**config.mk**
```make
export PLATFORM = sky130hd
export DESIGN_NAME = reg_alu_seq_flat
export DESIGN_NICKNAME = d
export VERILOG_FILES = /design/src/rtl/reg_alu_pkg.sv /design/src/rtl/reg_alu_seq_if.sv /design/src/rtl/reg_alu_dec.sv /design/src/rtl/reg_alu_seq.sv /design/src/flat_wrapper.sv
export SDC_FILE = /design/constraint.sdc
export NUM_CORES = 1
export LEC_CHECK = 0
export CORE_AREA = 2 2 70 72
export DETAILED_ROUTE_END_ITERATION = 12
export DIE_AREA = 0 0 72 74
export MAX_ROUTING_LAYER = met4
export PLACE_DENSITY_LB_ADDON = 0.05
export REMOVE_ABC_BUFFERS = 1
export SLEW_MARGIN = 20
export SYNTH_ARGS = -nofsm -noshare
export SYNTH_HDL_FRONTEND = slang
export SYNTH_SLANG_ARGS = --single-unit
```
**constraint.sdc**
```tcl
create_clock -name clk -period 3.2 [get_ports clk]
set_input_delay 0.32 -clock clk [delete_from_list [all_inputs] [get_ports clk]]
set_output_delay 0.32 -clock clk [all_outputs]
set_load 0.01 [all_outputs]
```
**src/rtl/reg_alu_pkg.sv**
```systemverilog
`default_nettype none
// ============================================================================
// Module   : reg_alu_pkg
// Purpose  : Shared constants and types for the reg_alu instruction sequencer:
//            opcodes, instruction field positions, the control bundle and the
//            sequencer state encoding.
// Revision : 1.0 - initial release
// ============================================================================
package reg_alu_pkg;

   localparam int C_DATA_W = 16;
   localparam int C_ADDR_W = 3;
   localparam int C_CNT_W  = 8;

   // Opcodes carried in instr[15:12]; 7..15 are illegal.
   localparam logic [3:0] OP_NOP = 4'd0;
   localparam logic [3:0] OP_LDI = 4'd1;
   localparam logic [3:0] OP_ALU = 4'd2;
   localparam logic [3:0] OP_SLL = 4'd3;
   localparam logic [3:0] OP_SRL = 4'd4;
   localparam logic [3:0] OP_SRA = 4'd5;
   localparam logic [3:0] OP_SLT = 4'd6;

   // Instruction field LSB positions. The shift amount [5:2] deliberately
   // overlaps rd_addr_b [5:3]: shifts only read operand A.
   localparam int OPC_LSB = 12;
   localparam int WA_LSB  = 9;
   localparam int RA_LSB  = 6;
   localparam int RB_LSB  = 3;
   localparam int SFT_LSB = 2;
   localparam int ALU_LSB = 0;

   // Full reg_alu control bundle; field order of the five selects matches
   // the {slt_sel, sel, main_sel, sft_sel, ryt_sft_sel} encoding table.
   typedef struct packed {
      logic                slt_sel;
      logic                sel;
      logic                main_sel;
      logic                sft_sel;
      logic                ryt_sft_sel;
      logic                wr;
      logic [1:0]          op;
      logic [3:0]          sft_op;
      logic [C_ADDR_W-1:0] rd_addr_a;
      logic [C_ADDR_W-1:0] rd_addr_b;
      logic [C_ADDR_W-1:0] wr_addr;
      logic [C_DATA_W-1:0] d_in;
   } ctrl_t;

   typedef enum logic [1:0] {
      ST_IDLE = 2'd0,
      ST_IMM  = 2'd1,
      ST_TRAP = 2'd2
   } state_t;

endpackage : reg_alu_pkg
`default_nettype wire

```
**src/rtl/reg_alu_seq_if.sv**
```systemverilog
`default_nettype none
// ============================================================================
// Module   : reg_alu_seq_if
// Purpose  : Instruction handshake plus reg_alu control bundle. The master is
//            the instruction source; the slave is the sequencer, which
//            consumes instructions and drives the reg_alu controls.
// Revision : 1.0 - initial release
// ============================================================================
interface reg_alu_seq_if #(
   parameter int DATA_W = 16,
   parameter int ADDR_W = 3,
   parameter int CNT_W  = 8
);
   logic              instr_valid;
   logic [DATA_W-1:0] instr;
   logic              instr_ready;
   logic              slt_sel;
   logic              sel;
   logic              main_sel;
   logic              sft_sel;
   logic              ryt_sft_sel;
   logic              wr;
   logic [1:0]        op;
   logic [3:0]        sft_op;
   logic [ADDR_W-1:0] rd_addr_a;
   logic [ADDR_W-1:0] rd_addr_b;
   logic [ADDR_W-1:0] wr_addr;
   logic [DATA_W-1:0] d_in;
   logic              busy;
   logic              err;
   logic [CNT_W-1:0]  issue_cnt;

   modport master (
      output instr_valid, instr,
      input  instr_ready, slt_sel, sel, main_sel, sft_sel, ryt_sft_sel, wr,
             op, sft_op, rd_addr_a, rd_addr_b, wr_addr, d_in, busy, err,
             issue_cnt
   );

   modport slave (
      input  instr_valid, instr,
      output instr_ready, slt_sel, sel, main_sel, sft_sel, ryt_sft_sel, wr,
             op, sft_op, rd_addr_a, rd_addr_b, wr_addr, d_in, busy, err,
             issue_cnt
   );
endinterface : reg_alu_seq_if
`default_nettype wire

```
**src/rtl/reg_alu_dec.sv**
```systemverilog
`default_nettype none
// ============================================================================
// Module   : reg_alu_dec
// Purpose  : Combinational decoder from an instruction (or LDI immediate) word
//            to the next reg_alu control bundle. Fields an instruction does
//            not own are carried over from the current bundle so they hold.
// Revision : 1.0 - initial release
// ============================================================================
module reg_alu_dec
   import reg_alu_pkg::*;
(
   input  wire logic [C_DATA_W-1:0] i_word,
   input  wire logic                i_imm,
   input  wire logic [C_ADDR_W-1:0] i_ldi_addr,
   input  wire ctrl_t               i_prev,
   output ctrl_t                    o_ctrl,
   output logic                     o_issue,
   output logic                     o_ldi,
   output logic                     o_illegal
);

   // Decode opcode to selects/fields and build the candidate control bundle.
   always_comb begin
      logic [3:0] w_opc;
      logic [4:0] w_sel;
      logic [1:0] w_op;
      logic [3:0] w_sft;
      logic       w_exec;

      w_opc     = i_word[OPC_LSB +: 4];
      w_sel     = 5'b00000;
      w_op      = 2'b00;
      w_sft     = 4'd0;
      w_exec    = 1'b0;
      o_ctrl    = i_prev;
      o_ctrl.wr = 1'b0;
      o_issue   = 1'b0;
      o_ldi     = 1'b0;
      o_illegal = 1'b0;

      if (i_imm) begin
         // Second LDI word: the whole word is write data.
         o_ctrl.slt_sel     = 1'b0;
         o_ctrl.sel         = 1'b0;
         o_ctrl.main_sel    = 1'b1;
         o_ctrl.sft_sel     = 1'b0;
         o_ctrl.ryt_sft_sel = 1'b0;
         o_ctrl.op          = 2'b00;
         o_ctrl.sft_op      = 4'd0;
         o_ctrl.wr_addr     = i_ldi_addr;
         o_ctrl.d_in        = i_word;
         o_ctrl.wr          = 1'b1;
         o_issue            = 1'b1;
      end else begin
         case (w_opc)
            OP_NOP: ;
            OP_LDI: o_ldi = 1'b1;
            OP_ALU: begin
               w_sel  = 5'b01000;
               w_op   = i_word[ALU_LSB +: 2];
               w_exec = 1'b1;
            end
            OP_SLL: begin
               w_sel  = 5'b01100;
               w_sft  = i_word[SFT_LSB +: 4];
               w_exec = 1'b1;
            end
            OP_SRL: begin
               w_sel  = 5'b01110;
               w_sft  = i_word[SFT_LSB +: 4];
               w_exec = 1'b1;
            end
            OP_SRA: begin
               w_sel  = 5'b01111;
               w_sft  = i_word[SFT_LSB +: 4];
               w_exec = 1'b1;
            end
            OP_SLT: begin
               w_sel  = 5'b11011;
               w_exec = 1'b1;
            end
            default: o_illegal = 1'b1;
         endcase

         if (w_exec) begin
            o_ctrl.slt_sel     = w_sel[4];
            o_ctrl.sel         = w_sel[3];
            o_ctrl.main_sel    = w_sel[2];
            o_ctrl.sft_sel     = w_sel[1];
            o_ctrl.ryt_sft_sel = w_sel[0];
            o_ctrl.op          = w_op;
            o_ctrl.sft_op      = w_sft;
            o_ctrl.wr_addr     = i_word[WA_LSB +: C_ADDR_W];
            o_ctrl.rd_addr_a   = i_word[RA_LSB +: C_ADDR_W];
            o_ctrl.rd_addr_b   = i_word[RB_LSB +: C_ADDR_W];
            o_ctrl.wr          = 1'b1;
            o_issue            = 1'b1;
         end
      end
   end

endmodule : reg_alu_dec
`default_nettype wire

```
**src/rtl/reg_alu_seq.sv**
```systemverilog
`default_nettype none
// ============================================================================
// Module   : reg_alu_seq
// Purpose  : Instruction sequencer for reg_alu. Accepts 16-bit words over a
//            valid/ready handshake and issues one registered control cycle
//            per instruction (latency 1, full throughput in IDLE). LDI takes
//            two words: opcode/destination, then the immediate.
// Config   : REG_ALU_SEQ_ILLEGAL_TRAP_EN - illegal opcodes lock the sequencer
//            in TRAP with sticky err until reset. Undefined: illegal opcodes
//            behave as NOP with a one-cycle err pulse.
// Revision : 1.0 - initial release
// ============================================================================
module reg_alu_seq
   import reg_alu_pkg::*;
#(
   parameter int DATA_W = C_DATA_W,
   parameter int ADDR_W = C_ADDR_W,
   parameter int CNT_W  = C_CNT_W
) (
   input  wire logic     clk,
   input  wire logic     reset,
   reg_alu_seq_if.slave  bus
);

   state_t            r_state;
   logic              r_ready;
   logic              r_busy;
   logic              r_err;
   logic [CNT_W-1:0]  r_cnt;
   logic [ADDR_W-1:0] r_ldi_addr;
   ctrl_t             r_ctrl;

   ctrl_t             w_ctrl;
   logic              w_issue;
   logic              w_ldi;
   logic              w_illegal;
   logic              w_accept;
   logic [DATA_W-1:0] w_word;

   localparam logic [CNT_W-1:0] c_CNT_ONE = {{(CNT_W-1){1'b0}}, 1'b1};

   assign w_word   = bus.instr;
   assign w_accept = bus.instr_valid & r_ready;

   reg_alu_dec u_dec (
      .i_word     (w_word),
      .i_imm      (r_state == ST_IMM),
      .i_ldi_addr (r_ldi_addr),
      .i_prev     (r_ctrl),
      .o_ctrl     (w_ctrl),
      .o_issue    (w_issue),
      .o_ldi      (w_ldi),
      .o_illegal  (w_illegal)
   );

   // Sequencer FSM: owns handshake, issue registers, status and issue counter.
   always_ff @(posedge clk or negedge reset) begin
      if (!reset) begin
         r_state    <= ST_IDLE;
         r_ready    <= 1'b0;
         r_busy     <= 1'b0;
         r_err      <= 1'b0;
         r_cnt      <= '0;
         r_ldi_addr <= '0;
         r_ctrl     <= '0;
      end else begin
         // wr is a single-cycle strobe; every other control holds.
         r_ctrl.wr <= 1'b0;
`ifndef REG_ALU_SEQ_ILLEGAL_TRAP_EN
         r_err     <= 1'b0;
`endif
         case (r_state)
            ST_IDLE: begin
               r_ready <= 1'b1;
               r_busy  <= 1'b0;
               if (w_accept) begin
                  if (w_ldi) begin
                     r_ldi_addr <= w_word[WA_LSB +: ADDR_W];
                     r_state    <= ST_IMM;
                     r_busy     <= 1'b1;
                  end else if (w_illegal) begin
`ifdef REG_ALU_SEQ_ILLEGAL_TRAP_EN
                     r_state <= ST_TRAP;
                     r_ready <= 1'b0;
                     r_busy  <= 1'b1;
                     r_err   <= 1'b1;
`else
                     r_err   <= 1'b1;
`endif
                  end else if (w_issue) begin
                     r_ctrl <= w_ctrl;
                     r_cnt  <= r_cnt + c_CNT_ONE;
                  end
               end
            end
            ST_IMM: begin
               r_ready <= 1'b1;
               if (w_accept) begin
                  r_ctrl  <= w_ctrl;
                  r_cnt   <= r_cnt + c_CNT_ONE;
                  r_state <= ST_IDLE;
                  r_busy  <= 1'b0;
               end
            end
            ST_TRAP: begin
               r_ready <= 1'b0;
               r_busy  <= 1'b1;
               r_err   <= 1'b1;
            end
            default: begin
               r_state <= ST_IDLE;
               r_ready <= 1'b0;
               r_busy  <= 1'b0;
            end
         endcase
      end
   end

   assign bus.instr_ready = r_ready;
   assign bus.slt_sel     = r_ctrl.slt_sel;
   assign bus.sel         = r_ctrl.sel;
   assign bus.main_sel    = r_ctrl.main_sel;
   assign bus.sft_sel     = r_ctrl.sft_sel;
   assign bus.ryt_sft_sel = r_ctrl.ryt_sft_sel;
   assign bus.wr          = r_ctrl.wr;
   assign bus.op          = r_ctrl.op;
   assign bus.sft_op      = r_ctrl.sft_op;
   assign bus.rd_addr_a   = r_ctrl.rd_addr_a;
   assign bus.rd_addr_b   = r_ctrl.rd_addr_b;
   assign bus.wr_addr     = r_ctrl.wr_addr;
   assign bus.d_in        = r_ctrl.d_in;
   assign bus.busy        = r_busy;
   assign bus.err         = r_err;
   assign bus.issue_cnt   = r_cnt;

endmodule : reg_alu_seq
`default_nettype wire

```
**src/flat_wrapper.sv**
```systemverilog
// flat-port wrapper written by rule: the top's interface ports become plain ports
module reg_alu_seq_flat import reg_alu_pkg::*;
#(
   parameter int DATA_W = C_DATA_W,
   parameter int ADDR_W = C_ADDR_W,
   parameter int CNT_W  = C_CNT_W
)
  (clk, reset, bus_instr_valid, bus_instr, bus_instr_ready, bus_slt_sel, bus_sel, bus_main_sel, bus_sft_sel, bus_ryt_sft_sel, bus_wr, bus_op, bus_sft_op, bus_rd_addr_a, bus_rd_addr_b, bus_wr_addr, bus_d_in, bus_busy, bus_err, bus_issue_cnt);
  reg_alu_seq_if #(.DATA_W(DATA_W), .ADDR_W(ADDR_W), .CNT_W(CNT_W)) bus_i ();
  input  wire logic clk;
  input  wire logic reset;
  input wire logic [$bits(bus_i.instr_valid)-1:0] bus_instr_valid;
  input wire logic [$bits(bus_i.instr)-1:0] bus_instr;
  output wire logic [$bits(bus_i.instr_ready)-1:0] bus_instr_ready;
  output wire logic [$bits(bus_i.slt_sel)-1:0] bus_slt_sel;
  output wire logic [$bits(bus_i.sel)-1:0] bus_sel;
  output wire logic [$bits(bus_i.main_sel)-1:0] bus_main_sel;
  output wire logic [$bits(bus_i.sft_sel)-1:0] bus_sft_sel;
  output wire logic [$bits(bus_i.ryt_sft_sel)-1:0] bus_ryt_sft_sel;
  output wire logic [$bits(bus_i.wr)-1:0] bus_wr;
  output wire logic [$bits(bus_i.op)-1:0] bus_op;
  output wire logic [$bits(bus_i.sft_op)-1:0] bus_sft_op;
  output wire logic [$bits(bus_i.rd_addr_a)-1:0] bus_rd_addr_a;
  output wire logic [$bits(bus_i.rd_addr_b)-1:0] bus_rd_addr_b;
  output wire logic [$bits(bus_i.wr_addr)-1:0] bus_wr_addr;
  output wire logic [$bits(bus_i.d_in)-1:0] bus_d_in;
  output wire logic [$bits(bus_i.busy)-1:0] bus_busy;
  output wire logic [$bits(bus_i.err)-1:0] bus_err;
  output wire logic [$bits(bus_i.issue_cnt)-1:0] bus_issue_cnt;
  assign bus_i.instr_valid = bus_instr_valid;
  assign bus_i.instr = bus_instr;
  assign bus_instr_ready = bus_i.instr_ready;
  assign bus_slt_sel = bus_i.slt_sel;
  assign bus_sel = bus_i.sel;
  assign bus_main_sel = bus_i.main_sel;
  assign bus_sft_sel = bus_i.sft_sel;
  assign bus_ryt_sft_sel = bus_i.ryt_sft_sel;
  assign bus_wr = bus_i.wr;
  assign bus_op = bus_i.op;
  assign bus_sft_op = bus_i.sft_op;
  assign bus_rd_addr_a = bus_i.rd_addr_a;
  assign bus_rd_addr_b = bus_i.rd_addr_b;
  assign bus_wr_addr = bus_i.wr_addr;
  assign bus_d_in = bus_i.d_in;
  assign bus_busy = bus_i.busy;
  assign bus_err = bus_i.err;
  assign bus_issue_cnt = bus_i.issue_cnt;
  reg_alu_seq #(.DATA_W(DATA_W), .ADDR_W(ADDR_W), .CNT_W(CNT_W)) u_core (.clk(clk), .reset(reset), .bus(bus_i));
endmodule
```
==> impl_metrics.env <==
export IMPL_status="finished, final reports clean"
export IMPL_dpl_cell_area_um2=2920
export IMPL_root_buffer="clkbuf_8"
export IMPL_hpwlAfterDp_mm=3.39
export IMPL_clkSinkCount=52
export IMPL_stdcell_area_um2=3010
export IMPL_drc=0
export IMPL_ys_ff_latch=52
export IMPL_htree_levels=2
export IMPL_detail_route_antenna_nets=0
export IMPL_gp_congestion=0.818
export IMPL_finClkSkew_ns=0.00625
export IMPL_vdd_drop_max_v=0.000300
export IMPL_start_util=0.485
export IMPL_fmax_ghz=0.489
export IMPL_pin_count=67
export IMPL_yosysTopAreaCell="dfrtp_1"
export IMPL_crit_end="u_core.bus.d_in[2]$_DFFE_PN0P_"
export IMPL_synth_flop_cell="dfrtp_1"
export IMPL_worstSetupPathType="input port to flip-flop"
export IMPL_syn_to_final_growth_pct=35.0
export IMPL_async_flop_share=1.00
export IMPL_die_area_um2=5330
export IMPL_start_kind="input port"
export IMPL_hp_class="input port to asynchronous set/reset pin"
export IMPL_cts_buffers=5
export IMPL_setup_viol=0
export IMPL_viasPerCell=5.38
export IMPL_grt_max_degree=31
export IMPL_maxSlewHeadroom=0.424
export IMPL_r2r_end="u_core.bus.d_in[2]$_DFFE_PN0P_"
export IMPL_synth_cells=175
export IMPL_final_hold_viol_count=0
export IMPL_grt_pass1_vias=1576
export IMPL_final_cells=297
export IMPL_synth_top_cell_area_share=0.583
export IMPL_maxSlewViolCount=0
export IMPL_crit_path_start="bus_instr_valid"
export IMPL_cts_hold_buffers=0
export IMPL_synth_edf_count=0
export IMPL_synthTopCellsByArea="dfrtp_1, mux2_2, mux2_4"
export IMPL_synth_area_per_cell_um2=12.7
export IMPL_num_rows=25
export IMPL_fillers=351
export IMPL_r2r_slack_ns=1.18
export IMPL_post_cts_resized=0
export IMPL_drv_cap=0
export IMPL_worstPathRequired_ns=3.38
export IMPL_num_vias=1599
export IMPL_crit_arrival_ns=2.22
export IMPL_grt_antenna_before_repair=0
export IMPL_path_max_fanout=20
export IMPL_syn_area_um2=2230
export IMPL_leakage_nw=1.31
export IMPL_min_period_ns=2.04
export IMPL_wl_per_cell_um=15.5
export IMPL_fin_crit_sh=0.639
export IMPL_r2r_start="u_core.r_state[0]$_DFFE_PN0P_"
export IMPL_ys_warnings_count=0
export IMPL_diodes=0
export IMPL_rsz0062_at_grt="false"
export IMPL_fp_dieH_um=74
export IMPL_die_w_um=72
export IMPL_crit_path_end_kind="flip-flop"
export IMPL_holdWs_ns=0.0466
export IMPL_cts_buffer_depth=2
export IMPL_gr_usage_all_layers=0.196
export IMPL_synth_distinct_cells=39
export IMPL_tightest_slew_ns=0.862
export IMPL_io_buffers=66
export IMPL_p_per_area_nw_per_um2=628
export IMPL_dp_cells=289
export IMPL_reg2regPathDepth=2
export IMPL_dr_pass1_iters=4
export IMPL_synth_seq_area_share=0.583
export IMPL_post_cts_setup_buffers=0
export IMPL_drt_iter0_markers=94
export IMPL_setup_tns_final_ns=0
export IMPL_clkLatencyLatePin_ns=0.29
export IMPL_clkTransAtPathRegs_ns=0.09
export IMPL_drive_above_1_share=0.156
export IMPL_tritoncts="yes"
export IMPL_fp_coreArea_um2=4600
export IMPL_nets=262
export IMPL_wirelength_mm=4.60
export IMPL_grt_pass1_wl_mm=7.73
export IMPL_overflow=0
==> sequential cells by signal, indices dropped and copies added, names as in the netlist <==
name	flops
u_core.bus.d_in	16
u_core.bus.issue_cnt	8
u_core.bus.sft_op	4
u_core.bus.rd_addr_a	3
u_core.bus.rd_addr_b	3
u_core.bus.wr_addr	3
u_core.r_ldi_addr	3
u_core.bus.op	2
u_core.bus.busy	1
u_core.bus.err	1
u_core.bus.instr_ready	1
u_core.bus.main_sel	1
u_core.bus.ryt_sft_sel	1
u_core.bus.sel	1
u_core.bus.sft_sel	1
u_core.bus.slt_sel	1
u_core.bus.wr	1
u_core.r_state	1
==> synth_stat cells, types with 2 or more instances <==
| cell | instances |
|---|---|
| a21oi_1 | 5 |
| a22o_1 | 3 |
| a22oi_1 | 3 |
| a32oi_1 | 2 |
| and2_1 | 3 |
| buf_2 | 5 |
| dfrtp_1 | 52 |
| inv_1 | 2 |
| mux2_2 | 19 |
| mux2_4 | 6 |
| nand2_1 | 17 |
| nand2b_1 | 2 |
| nand3_1 | 2 |
| nand4_1 | 4 |
| nand4b_1 | 2 |
| nor2_1 | 6 |
| nor2b_1 | 2 |
| o21a_1 | 2 |
| o21ai_0 | 8 |
| o22ai_1 | 6 |
| xnor2_1 | 5 |
| xor2_1 | 2 |
==> report_power, final <==
| part | total [W] | internal [W] | switching [W] |
|---|---|---|---|
| clock | 0.000366 | 0.000177 | 0.000190 |
| sequential | 0.000912 | 0.000806 | 0.000107 |
| combinational | 0.000612 | 0.000388 | 0.000224 |
==> layout make-up <==
cell class,instances,area (um^2),area share
Sequential cell,52,1300,0.432
Multi-Input combinational cell,114,882,0.293
Timing Repair Buffer,67,663,0.220
Clock buffer,8,90.1,0.0299
Tap cell,54,67.6,0.0224
Inverter,2,7.51,0.00249
==> through the flow <==
| step | util | setup WS [ns] | power (W) |
|---|---|---|---|
| CTS | 0.655 | 1.12 | 0.00192 |
| global placement | 0.635 | 0.877 | 0.00152 |
| detailed placement | 0.635 | 0.835 | 0.00155 |
| finish | 0.655 | 1.16 | 0.00189 |
| floorplan | - | 1.57 | 0.00117 |
| global route | 0.655 | 0.996 | 0.00200 |
==> worst min path at each step <==
stage	start	end
finish	reset	u_core.bus.issue_cnt[4]$_DFFE_PN0P_
global route	reset	u_core.bus.issue_cnt[4]$_DFFE_PN0P_
CTS	reset	u_core.bus.issue_cnt[4]$_DFFE_PN0P_
detailed placement	reset	u_core.bus.issue_cnt[4]$_DFFE_PN0P_
global placement	reset	u_core.bus.issue_cnt[4]$_DFFE_PN0P_
floorplan	reset	u_core.bus.busy$_DFFE_PN0P_
==> critical path: stages <==
cell and delay, ns:
clkdlybuf4s50_1 0.47, and2_1 0.34, nand2_1 0.59, mux2_2 0.49
==> metal layers <==
| layer | global-route usage | up-vias | share of wire | wire [um] |
|---|---|---|---|---|
| met5 | - | - | 0 | 0 |
| met4 | 0.0566 | 0 | 0.0098 | 45 |
| met3 | 0.0434 | 4 | 0.054 | 249 |
| met2 | 0.315 | 51 | 0.49 | 2270 |
| met1 | 0.252 | 794 | 0.44 | 2030 |
| li1 | - | 750 | - | - |
==> logic make-up (layout without fill, tap and decap cells) <==
family / count (synthesis) / in the layout / share of synthesized area
flip-flops: 52 / 52 / 0.583
AND/OR/NAND/NOR: 46 / 46 / 0.117
AO/OA/AOI/OAI: 34 / 34 / 0.108
multiplexers: 25 / 25 / 0.136
buffers and inverters: 9 / 77 / 0.0213
XOR/XNOR: 7 / 7 / 0.0275
adder cells (fa/ha/maj): 1 / 1 / 0.00561
other: 1 / 1 / 0.00168
==> cell usage in the layout (no fill, tap or decap), types with 3 or more instances in the layout <==
cell type and count:
o21ai_0 8, mux2_4 6, dfrtp_1 52, and2_1 3, a22o_1 3, clkdlybuf4s50_1 65
a21oi_1 5, nand2_1 17, o22ai_1 6, a22oi_1 3, nand4_1 4, xnor2_1 5
mux2_2 19, nor2_1 6, clkbuf_8 6
No activity file was read; power rests on OpenSTA's default activity.
